$ cat src/rtl/icache.sv
// icache: direct-mapped, one-word-per-line read-only instruction cache
// between the fetcher and the memory controller's instruction port.
module icache #(
    parameter int IDX_W = 6
) (
    input  logic        clk,
    input  logic        rst,
    input  logic        rdy,
    input  logic        clr,
    input  logic        fetch_valid,
    input  logic [31:0] fetch_addr,
    output logic        fetch_ready,
    output logic        ins_rdy,
    output logic [31:0] ins,
    output logic        mem_req,
    output logic [31:0] mem_addr,
    input  logic        mem_done,
    input  logic [31:0] mem_ins
);
    localparam int LINES = 1 << IDX_W;
    localparam int TAG_W = 30 - IDX_W;

    typedef enum logic {IDLE, MISS} state_t;

    state_t state, state_nx;
    logic [LINES-1:0] valid;
    logic [TAG_W-1:0] tags [LINES];
    logic [31:0] data [LINES];
    logic [IDX_W-1:0] idx, miss_idx;
    logic [TAG_W-1:0] tag, miss_tag;
    logic hit, accept, fill, unused;

    assign idx = fetch_addr[IDX_W+1:2];
    assign tag = fetch_addr[31:IDX_W+2];
    // mem_addr holds the miss address for the whole miss, so it doubles as the miss latch
    assign miss_idx = mem_addr[IDX_W+1:2];
    assign miss_tag = mem_addr[31:IDX_W+2];
    assign unused = ^fetch_addr[1:0];
    assign hit = valid[idx] && tags[idx] == tag;
    assign fetch_ready = state == IDLE && !clr;
    assign accept = rdy && fetch_valid && fetch_ready;
    assign fill = rdy && state == MISS && mem_done;

    always_ff @(posedge clk or negedge rst)
        if (!rst) state <= IDLE;
        else state <= state_nx;

    always_comb begin
        state_nx = state;
        if (accept && !hit) state_nx = MISS;
        if (rdy && state == MISS && (clr || mem_done)) state_nx = IDLE;
    end

    always_ff @(posedge clk or negedge rst)
        if (!rst) begin
            valid <= '0;
            ins_rdy <= 1'b0;
            ins <= '0;
            mem_req <= 1'b0;
            mem_addr <= '0;
        end else if (rdy) begin
            ins_rdy <= !clr && ((accept && hit) || fill);
            if (accept && hit) ins <= data[idx];
            if (fill && !clr) ins <= mem_ins;
            if (fill) valid[miss_idx] <= 1'b1;
            if (accept && !hit) begin
                mem_req <= 1'b1;
                mem_addr <= {fetch_addr[31:2], 2'b00};
            end
            if (state == MISS && (clr || mem_done)) mem_req <= 1'b0;
        end

    // a fill coincident with clr is still written: the returned word is valid
    always_ff @(posedge clk)
        if (rst && fill) begin
            tags[miss_idx] <= miss_tag;
            data[miss_idx] <= mem_ins;
        end
endmodule
$ cat config.mk
export PLATFORM = sky130hd
export DESIGN_NAME = icache
export DESIGN_NICKNAME = d
export VERILOG_FILES = /design/src/rtl/icache.sv
export SDC_FILE = /design/constraint.sdc
export NUM_CORES = 2
export LEC_CHECK = 0
export ABC_AREA = 1
export ABC_CLOCK_PERIOD_IN_PS = 5980
export BUFFER_PORTS_ARGS = -buffer_cell sky130_fd_sc_hd__clkbuf_2
export CAP_MARGIN = 20
export CORE_MARGIN = 3
export CORE_UTILIZATION = 45
export CTS_CLUSTER_SIZE = 12
export DETAILED_ROUTE_END_ITERATION = 16
export PLACE_DENSITY = 0.65
export SLEW_MARGIN = 25
export SYNTH_ARGS = -nofsm -noshare
export SYNTH_HDL_FRONTEND = slang
export SYNTH_SLANG_ARGS = --single-unit
$ cat constraint.sdc
create_clock -name clk -period 5.98 [get_ports clk]
set_input_delay 1.196 -clock clk [delete_from_list [all_inputs] [get_ports clk]]
set_output_delay 1.196 -clock clk [all_outputs]
set_load 0.02 [all_outputs]
==> reports/qor.yml <==
drt:
  wl_per_cell_um: 28.5
  drc: 0
  drtPass1Iterations: 7
  num_vias: 101000
  ant_nets: 0
  drt-initial-drc-count: 14700
  drt_wl_total_mm: 463
  viasPerCell: 6.20
sta:
  worstMarginPinSlew_ns: 1.17
  rsz0062_at_grt: "false"
  hold_viol: 0
  fmax_mhz: 230
  min_period_ns: 4.35
  post-route-period-util_pct: 72.8
  setup_violations: 0
  maxSlewViolCount: 0
  finClkSkew_ns: 0.0592
  max_slew_margin_pct: 21.9
power:
  power.density_nw_per_um2: 347
  p_total_mw: 57.3
  ir_drop_v: 0.000384
  leakage_nw: 55.5
setup_path:
  cp_slowest_cell: "buf_4"
  cp.required_ns: 6.75
  crit_top_cell: "nand3_1"
  r2r-start: "state$_DFFE_PN0P_"
  critPathMaxStageDelay_ns: 0.42
  ff2ff_path_depth: 7
  timing.critical_path.cells: "buf_8 > inv_8 > buf_4 > nand3_1 > nand3_1 > nand3_1 > nand3_1 > nand3_1 > nand2_1 > inv_1 > nand2_1 > nor2_1 > nand2_1 > nor2_2 > nand3_2 > buf_4 > nand3_1 > nand2_1"
  cp-endpoint: "ins[19]$_DFFE_PN0P_"
  start_kind: "input pin"
  worst-endpoint-arrival_ns: 5.13
  end_kind: "flop"
  cp-startpoint: "fetch_addr[4]"
  rrSetupSlack_ns: 2.47
  setup.worst_path.class: "input pin to flop"
  regToRegEndpoint: "tags[3][22]$_DFFE_PP_"
  crit_fanout: 51
clock_network:
  numCtsBuffers: 375
  clock_sinks: 3713
  cts-root-buf: "clkbuf_16"
  clkLatencyLatePin_ns: 0.91
  cts_buffer_depth: 4
  clk_pin_slew_ns: 0.06
  ctsResizeCount: 0
  cts_tree: "yes"
  cts_max_level: 5
  post_cts_buffers: 0
  cts_hold_buf: 0
yosys:
  netlist_area_um2: 147000
  syn_area_per_cell_um2: 12.6
  ys_seq_elements: 3713
  ys.warnings.count: 0
  synthCells: 11700
  ys_seq_area_share_pct: 75.4
  ys_types: 36
place:
  dpl.hpwl_mm: 229
  port_buffers: 132
  dpl-instance-area_um2: 154000
  gp_congestion: 0.829
grt:
  grt_start_max_net_pins: 213
  first_global_vias: 94500
  grt_util_all_layers_pct: 27.1
  globalRouteOverflowTotal: 0
  grt_pass1_wl_mm: 660
  antenna_found_initial: 14
floorplan:
  rows: 209
  die_area_um2: 334000
  start_util_pct: 45.3
  core_um2: 325000
  die_w_um: 578
  die_height_um: 578
  ios: 137
finish:
  syn_to_final_growth_pct: 12.3
  layout-drive-gt1-share_pct: 8.54
  final_common_cell: "edfxtp_1"
  final_nets: 11800
  final_cell_mix: "3584 x edfxtp_1, 2014 x nand2_1, 1636 x nand3_1"
  final_area_um2: 165000
run:
  max-cap-violations: 0
run_status:
  status: "complete, no violations"
worst_hold_path:
  min_path_type: "input pin to asynchronous set/reset pin"
## worst max-delay path, delay by kind of cell
family	cells	cell delay (ns)
and+or+nand+nor	13	2.03
buffers and inverters	5	1.54
## cells by family (layout without fill, tap and decap cells)
| kind of cell | after synthesis | in the layout | share of synthesized area, % |
|---|---|---|---|
| compound gates | 1991 | 1991 | 7.57 |
| xor+xnor | 1 | 1 | 0.00596 |
| buf+inv | 927 | 1182 | 2.69 |
| flops | 3713 | 3713 | 75.4 |
| other cells | 1 | 9 | 0.00255 |
| simple gates | 5053 | 5053 | 14.3 |
## worst min-delay path by stage
stage / end / cells after the start
finish: mem_addr[16]$_DFFE_PN0P_ / 1
global route: mem_addr[16]$_DFFE_PN0P_ / 1
CTS: mem_addr[16]$_DFFE_PN0P_ / 1
detailed placement: valid[44]$_DFFE_PN0P_ / 2
global placement: valid[2]$_DFFE_PN0P_ / 2
floorplan: valid[0]$_DFFE_PN0P_ / 2
## report_power, final
part | internal (mW) | switching [mW] | total (mW)
combinational | 1.11 | 3.84 | 4.95
sequential | 30.3 | 0.562 | 30.8
clock | 12.0 | 9.43 | 21.5
total | 43.4 | 13.8 | 57.3
## routing by layer
layer | global-route usage [%] | share of wire, % | vias to the layer above
met5 | 0 | 0.013 | -
met4 | 12.1 | 5.2 | 8
met3 | 4.82 | 12 | 1252
met2 | 43.0 | 46 | 6679
met1 | 36.6 | 37 | 50300
li1 | - | - | 42700
## state kept, by name (all words and copies together), names as in the netlist
register and cells:
mem_req 1, ins 32, state 1, data 2048, valid 64, ins_rdy 1, tags 1536, mem_addr 30
## cells in the mapped netlist (all sizes together)
| cell | count | area [µm²] |
|---|---|---|
| edfxtp | 3584 | 108000 |
| nand2 | 2017 | 7580 |
| nand3 | 1637 | 8200 |
| nor2 | 1368 | 5140 |
| o21ai | 1285 | 6430 |
| o22ai | 502 | 3140 |
| clkbuf | 451 | 1690 |
| buf | 376 | 1880 |
| dfrtp | 129 | 3230 |
| inv | 99 | 374 |
| o221ai | 89 | 780 |
| a21oi | 38 | 190 |
| o211ai | 25 | 188 |
| nor3 | 18 | 90.1 |
| o32ai | 17 | 149 |
| a31oi | 11 | 68.8 |
| nand3b | 11 | 82.6 |
| o311ai | 9 | 78.8 |
| o21bai | 8 | 60.1 |
| a21o | 4 | 30.0 |
| o31ai | 3 | 22.5 |
| clkinv | 1 | 3.75 |
| conb | 1 | 3.75 |
| nor4 | 1 | 6.26 |
| or2 | 1 | 6.26 |
| xnor2 | 1 | 8.76 |
## area by class of cell
cell class | count | area (µm²)
diodes | 7 | 17.5
clock buffers | 512 | 10200
clock inverters | 88 | 613
fillers | 27100 | 160000
inverters | 100 | 428
multi-input cells | 7047 | 32800
flip-flops and latches | 3713 | 111000
well taps | 4325 | 5410
repair buffers | 482 | 4730
## per-stage QoR
stage	utilization [%]	setup WS, ns	instances	hold slack [ns]	TNS, ns
floorplan	-	-0.210	11700	0.419	-23.53
global placement	47.4	0.899	15700	0.431	0
detailed placement	47.5	0.909	15700	0.437	0
CTS	50.8	1.84	16300	0.173	0
global route	50.8	1.55	16300	0.207	0
finish	50.8	1.63	16300	0.212	0
(Power assumes the default switching activity.)
